<file path="src/rtl/rv_irq_pkg.sv">
// rv_irq_pkg: shared constants for the rv_sopc interrupt controller.
//   - register indices on the 3-bit Wishbone word address
//   - bit position of the valid flag in the CLAIM read value
//   - bit positions inside CTRL
package rv_irq_pkg;

    localparam logic [2:0] IRQ_PENDING = 3'd0;
    localparam logic [2:0] IRQ_ENABLE  = 3'd1;
    localparam logic [2:0] IRQ_PERIOD  = 3'd2;
    localparam logic [2:0] IRQ_CTRL    = 3'd3;
    localparam logic [2:0] IRQ_COUNT   = 3'd4;
    localparam logic [2:0] IRQ_CLAIM   = 3'd5;

    localparam int CLAIM_VALID_BIT = 31;
    localparam int CLAIM_ID_W      = 5;

    localparam int CTRL_EN_BIT = 0;

endpackage

</file>
<file path="src/rtl/rv_irq_timer.sv">
// rv_irq_timer: periodic tick source (interrupt source 0).
//   clk, rst    : clock, synchronous active-low reset
//   en          : timer enable (CTRL.en)
//   period      : compare value; 0 freezes the counter
//   clr         : clears the counter (a write to PERIOD or CTRL committed)
//   count       : current counter value
//   tick        : high during the cycle in which count == period while running
module rv_irq_timer #(
    parameter int TIMER_W = 16
) (
    input  logic               clk,
    input  logic               rst,
    input  logic               en,
    input  logic [TIMER_W-1:0] period,
    input  logic               clr,
    output logic [TIMER_W-1:0] count,
    output logic               tick
);

    logic running;

    assign running = en && (period != '0);
    // count runs 0..period inclusive, so a tick occurs every period+1 cycles
    assign tick    = running && (count == period);

    always_ff @(posedge clk) begin
        if (!rst) begin
            count <= '0;
        end else if (clr) begin
            count <= '0;
        end else if (running) begin
            if (count == period) count <= '0;
            else                 count <= count + 1'b1;
        end
    end

endmodule

</file>
<file path="src/rtl/rv_irq_ctrl.sv">
// rv_irq_ctrl: interrupt controller for rv_sopc.
// Merges the internal timer (source 0) and NSRC-1 rising-edge external
// sources into one level irq, with pending/enable registers and a
// fixed-priority CLAIM register (lowest index wins).
//   clk, rst            : clock, synchronous active-low reset
//   wb_adr_i..wb_stb_i  : Wishbone B4 classic slave inputs
//   wb_dat_o, wb_ack_o  : read data (valid with ack), single-cycle ack
//   src_i               : external sources, bit k is source k+1
//   irq                 : registered |(PENDING & ENABLE)
//
// Handshake: a request is cyc&stb sampled while ack is low. The edge that
// samples it raises ack for exactly one cycle, latches read data from the
// register state of the request cycle and commits every side effect
// (write, W1C, claim clear). Ack is never back-to-back, so an access costs
// at least two cycles.
module rv_irq_ctrl
    import rv_irq_pkg::*;
#(
    parameter int NSRC    = 4,
    parameter int TIMER_W = 16
) (
    input  logic            clk,
    input  logic            rst,
    input  logic [2:0]      wb_adr_i,
    input  logic [31:0]     wb_dat_i,
    input  logic            wb_we_i,
    input  logic            wb_cyc_i,
    input  logic            wb_stb_i,
    output logic [31:0]     wb_dat_o,
    output logic            wb_ack_o,
    input  logic [NSRC-2:0] src_i,
    output logic            irq
);

    logic [NSRC-1:0]       pend_q, en_q;
    logic [TIMER_W-1:0]    period_q;
    logic                  ctrl_en_q;
    logic [TIMER_W-1:0]    count;
    logic                  tick;
    logic [NSRC-2:0]       src_q, edge_q;
    logic                  armed_q;

    logic                  req, wr, rd, timer_clr;
    logic [NSRC-1:0]       active, claim_oh, set_mask, clr_mask;
    logic                  claim_valid;
    logic [CLAIM_ID_W-1:0] claim_id;
    logic [31:0]           rdata;
    logic                  unused_dat;

    assign unused_dat = ^wb_dat_i;

    assign req       = wb_cyc_i && wb_stb_i && !wb_ack_o;
    assign wr        = req && wb_we_i;
    assign rd        = req && !wb_we_i;
    assign timer_clr = wr && (wb_adr_i == IRQ_PERIOD || wb_adr_i == IRQ_CTRL);

    rv_irq_timer #(.TIMER_W(TIMER_W)) u_timer (
        .clk    (clk),
        .rst    (rst),
        .en     (ctrl_en_q),
        .period (period_q),
        .clr    (timer_clr),
        .count  (count),
        .tick   (tick)
    );

    // Priority encoder: scanning from the top down lets the lowest active
    // index overwrite everything above it.
    always_comb begin
        active      = pend_q & en_q;
        claim_valid = |active;
        claim_id    = '0;
        claim_oh    = '0;
        for (int k = NSRC - 1; k >= 0; k--) begin
            if (active[k]) begin
                claim_id    = CLAIM_ID_W'(k);
                claim_oh    = '0;
                claim_oh[k] = 1'b1;
            end
        end
    end

    // Clears first, sets last: a set on the same edge always wins.
    always_comb begin
        set_mask = {edge_q, tick};
        clr_mask = '0;
        if (wr && wb_adr_i == IRQ_PENDING) clr_mask = wb_dat_i[NSRC-1:0];
        if (rd && wb_adr_i == IRQ_CLAIM)   clr_mask = clr_mask | claim_oh;
    end

    always_comb begin
        rdata = '0;
        case (wb_adr_i)
            IRQ_PENDING: rdata[NSRC-1:0]    = pend_q;
            IRQ_ENABLE:  rdata[NSRC-1:0]    = en_q;
            IRQ_PERIOD:  rdata[TIMER_W-1:0] = period_q;
            IRQ_CTRL:    rdata[CTRL_EN_BIT] = ctrl_en_q;
            IRQ_COUNT:   rdata[TIMER_W-1:0] = count;
            IRQ_CLAIM: begin
                rdata[CLAIM_VALID_BIT]  = claim_valid;
                rdata[CLAIM_ID_W-1:0]   = claim_id;
            end
            default:     rdata = '0;
        endcase
    end

    always_ff @(posedge clk) begin
        if (!rst) begin
            wb_ack_o  <= 1'b0;
            wb_dat_o  <= '0;
            pend_q    <= '0;
            en_q      <= '0;
            period_q  <= '0;
            ctrl_en_q <= 1'b0;
            src_q     <= '0;
            edge_q    <= '0;
            armed_q   <= 1'b0;
            irq       <= 1'b0;
        end else begin
            wb_ack_o <= req;
            wb_dat_o <= rd ? rdata : '0;

            // armed_q masks the first cycle after reset, so a source already
            // high during reset is absorbed into src_q without an edge.
            src_q   <= src_i;
            edge_q  <= src_i & ~src_q & {(NSRC-1){armed_q}};
            armed_q <= 1'b1;

            pend_q <= (pend_q & ~clr_mask) | set_mask;

            if (wr) begin
                case (wb_adr_i)
                    IRQ_ENABLE: en_q      <= wb_dat_i[NSRC-1:0];
                    IRQ_PERIOD: period_q  <= wb_dat_i[TIMER_W-1:0];
                    IRQ_CTRL:   ctrl_en_q <= wb_dat_i[CTRL_EN_BIT];
                    default:    ;
                endcase
            end

            irq <= |active;
        end
    end

endmodule

</file>
<file path="config.mk">
export PLATFORM = sky130hd
export DESIGN_NAME = rv_irq_ctrl
export DESIGN_NICKNAME = d
export VERILOG_FILES = /design/src/rtl/rv_irq_pkg.sv /design/src/rtl/rv_irq_timer.sv /design/src/rtl/rv_irq_ctrl.sv
export SDC_FILE = /design/constraint.sdc
export NUM_CORES = 1
export LEC_CHECK = 0
export CORE_MARGIN = 2
export CORE_UTILIZATION = 44
export DETAILED_ROUTE_END_ITERATION = 12
export HOLD_SLACK_MARGIN = 0.02
export PLACE_DENSITY = 0.75
export REMOVE_ABC_BUFFERS = 1
export SYNTH_ARGS = -nofsm -noshare
export SYNTH_HDL_FRONTEND = slang
export SYNTH_SLANG_ARGS = --single-unit
</file>
<file path="constraint.sdc">
create_clock -name clk -period 1.59 [get_ports clk]
set_clock_uncertainty 0.05 [all_clocks]
set_input_delay 0.318 -clock clk [delete_from_list [all_inputs] [get_ports clk]]
set_output_delay 0.318 -clock clk [all_outputs]
set_load 0.005 [all_outputs]
</file>
==> results <==
## cell type report
class	instances	share of cell area (%)
inverter	4	0.3491
clock buffer	10	3.200
sequential	67	31.68
multi-input combinational	237	37.88
clock inverter	6	2.066
tap	96	2.793
timing repair buffer	104	22.03
## worst max-delay path by stage
stage                       from               end  slack [ns]  depth (start not counted)
CTS                 period_q[13]  u_timer.count[9]       -0.02                          8
floorplan            wb_adr_i[1]       period_q[0]        -0.1                          5
finish              period_q[13]  u_timer.count[4]       -0.02                          8
global placement     wb_adr_i[2]         pend_q[0]       -0.36                          7
global route        period_q[13]  u_timer.count[9]       -0.09                          8
detailed placement   wb_adr_i[2]       wb_dat_o[3]       -0.38                          7
## Yosys cell counts, types with 4 or more instances
master    number  share of area (%)
buf_6          4                1.4
a22oi_1       13                3.1
nand2_1       17                2.0
nand4_1        9                1.8
nand3_1        9                1.4
dfxtp_1       67                 43
mux2i_1       26                8.3
xor2_1        30                8.4
nor4_1         4               0.80
clkbuf_1       6               0.72
a21oi_1        4               0.64
and3_1         4               0.80
and2_1         4               0.80
nor2_1        60                7.2
and3b_1        4                1.1
nor4_4         4                2.7
a31oi_1        5                1.0
buf_4         16                3.8
## logic make-up (layout without fill, tap and decap cells)
logic type,after synthesis,in the layout
AND/OR/NAND/NOR,126,126
flip-flops,67,67
AO/OA/AOI/OAI,38,38
buffers and inverters,37,124
XOR/XNOR,31,31
multiplexers,26,26
adder cells (fa/ha/maj),1,1
other,1,15
## metal layers
| metal | share of wire [%] | GRT usage [%] | up-vias |
|---|---|---|---|
| li1 | - | - | 1293 |
| met1 | 46 | 25.80 | 1240 |
| met2 | 48 | 30.76 | 83 |
| met3 | 3.7 | 3.358 | 11 |
| met4 | 1.9 | 9.229 | 0 |
| met5 | 0 | 0 | - |
## state kept, by name (all words and copies together) (netlist names)
register	cells
ctrl_en_q	1
wb_dat_o	17
src_q	3
edge_q	3
u_timer.count	16
armed_q	1
period_q	16
wb_ack_o	1
pend_q	4
en_q	4
irq	1
## critical path: cells and delay by family, from the launching register on
family / cells / cell delay, ns
DFF: 1 / 0.36
buffers and inverters: 3 / 0.40
AOI/OAI and AO/OA: 2 / 0.45
and+or+nand+nor: 3 / 0.23
## power groups by stage
stage                     Combinational, uW  Sequential [uW]  Clock (uW)
after floorplan                        85.6             1740           0
after global placement                  229             1740           0
after detailed placement                231             1740           0
after CTS                               249             1710        1610
after global routing                    274             1710        1680
final                                   253             1700        1600
## stage by stage
stage	power, uW	std cells	hold WS [ns]
4_1_cts	3566	523	0.3460
6_report	3555	524	0.3439
3_3_place_gp	1973	498	0.3694
3_5_place_dp	1976	498	0.3726
2_1_floorplan	1828	308	0.2957
5_1_grt	3658	524	0.3453
## what timing repair did
item / in CTS / in global routing
resized for setup: 14 / 23
buffers inserted: 8 / 4
gates cloned: 1 / 0
pin swaps: 15 / 7
setup endpoints to repair: 24 / 36
==> impl_metrics.py <==
metrics = {
    "worst_setup_path": {
        "worstReg2RegEnd": "u_timer.count[4]",
        "reg2reg_slack_ns": -0.02,
        "critPathSlowestCell": "dfxtp_2",
        "crit_path_start_kind": "register",
        "rr_worst_depth": 8,
        "end_kind": "register",
        "r2r_start": "period_q[13]",
        "arrival_ns": 1.80,
        "cp_data_required_time_ns": 1.78,
        "path_class": "reg2reg",
        "crit_top_cell": "buf_6",
        "crit_fanout": 7,
        "slowest_delay_ns": 0.36,
        "crit_chain": "buf_6, nor4_4, buf_4, a41oi_4, nand3_2, o21ai_4, buf_6, nor2_1",
    },
    "drt": {
        "post-route-drc-count": 0,
        "wl_per_cell_um": 14.28,
        "drt-pass1-iter-count": 5,
        "routed_wl_mm": 7.485,
        "vias": 2627,
        "drt-initial-drc-count": 158,
        "drtAntennaViolNets": 0,
        "viasPerCell": 5.013,
    },
    "cells_and_area": {
        "final_area_um2": 4300,
        "final_cell_mix": "nor2_1, dfxtp_1, buf_4",
        "drive_gt1_share_pct": 25.70,
        "final_common_cell": "nor2_1",
        "synthToLayoutAreaGrowth_pct": 37.48,
        "fillers": 545,
        "seq_area_um2": 1363,
        "diodes": 0,
        "utilization_pct": 62.95,
        "nNetsFinal": 467,
        "multiInputGateArea_um2": 1629,
    },
    "synthesis": {
        "synth_enable_flop_cells": 0,
        "synth_ff_type": "dfxtp_1",
        "netlist_area_um2": 3128,
        "synth-seq-cells": 67,
        "synthDistinctLibCells": 47,
        "netlist_instances": 327,
        "ys_seq_area_share_pct": 42.88,
        "synth.area.mux_share_pct": 8.320,
        "yosysWarnings": 0,
        "synth_xor_area_share_pct": 8.680,
        "synth-compound-area-share_pct": 9.720,
        "synth_fa_ha_area_share_pct": 0.4000,
        "synth_top_family_by_area": "simple AND/OR/NAND/NOR gates",
        "async_reset_ff_share_pct": 0,
        "synth.avg_cell_area_um2": 9.566,
        "synth_simple_gate_area_share_pct": 21.88,
    },
    "die": {
        "dieArea_um2": 7800,
        "num_io_pins": 77,
        "die_w_um": 88.32,
        "dieHeight_um": 88.32,
        "initial_core_util_pct": 45.79,
        "row_count": 30,
        "coreArea_um2": 6832,
    },
    "placement": {
        "place_area_um2": 3896,
        "dp_hpwl_mm": 5.305,
        "portBuffers": 45,
        "routabilityCongestion": 0.9641,
        "place_ws_ns": -0.3791,
    },
    "clocking": {
        "clkLatencyLatePin_ns": 0.34,
        "cts_tree": "yes",
        "clock_sinks": 67,
        "h-tree-depth": 3,
        "cts_max_path_buffers": 2,
        "hold_buffers": 0,
        "root_buffer": "clkbuf_8",
        "cts_buffers": 9,
        "clk_pin_slew_ns": 0.08,
    },
    "pwr": {
        "seqPwrFrac_pct": 47.9,
        "power_frac_clock_pct": 44.9,
        "power.density_nw_per_um2": 826.7,
        "max-vdd-ir-drop_uv": 537.4,
        "internal_power_uw": 2754,
        "p_sw_uw": 801.1,
        "p_sw_share_pct": 22.53,
        "p_comb_share_pct": 7.1,
        "leakage_uw": 0.001803,
    },
    "global_route": {
        "antenna_found_initial": 0,
        "grt_pass1_vias": 2472,
        "grt_pass1_wl_mm": 11.61,
        "grt_start_max_net_pins": 17,
        "grt_usage_pct": 19.44,
        "grt_overflow": 0,
    },
    "sta": {
        "final.min_clock_period_ns": 1.614,
        "final.setup.tns_ns": -0.1844,
        "maxSlewViolCount": 0,
        "hold_viol_final": 0,
        "fin_ws_ns": -0.02448,
        "setup_viol": 15,
        "rsz0062_at_grt": "yes",
        "fin_crit_sh_pct": 101.5,
        "max_freq_mhz": 619.4,
    },
    "worst_hold_path": {
        "worstHoldStart": "wb_cyc_i",
        "whs_endpoint": "wb_ack_o",
        "hold_class": "in2reg",
        "holdPathStages": 3,
    },
    "outcome": {
        "violations": "setup timing",
        "status": "complete, but fails checks",
    },
    "job": {
        "cap_violations": 0,
    },
}
Power figures use the tool's default switching activity.
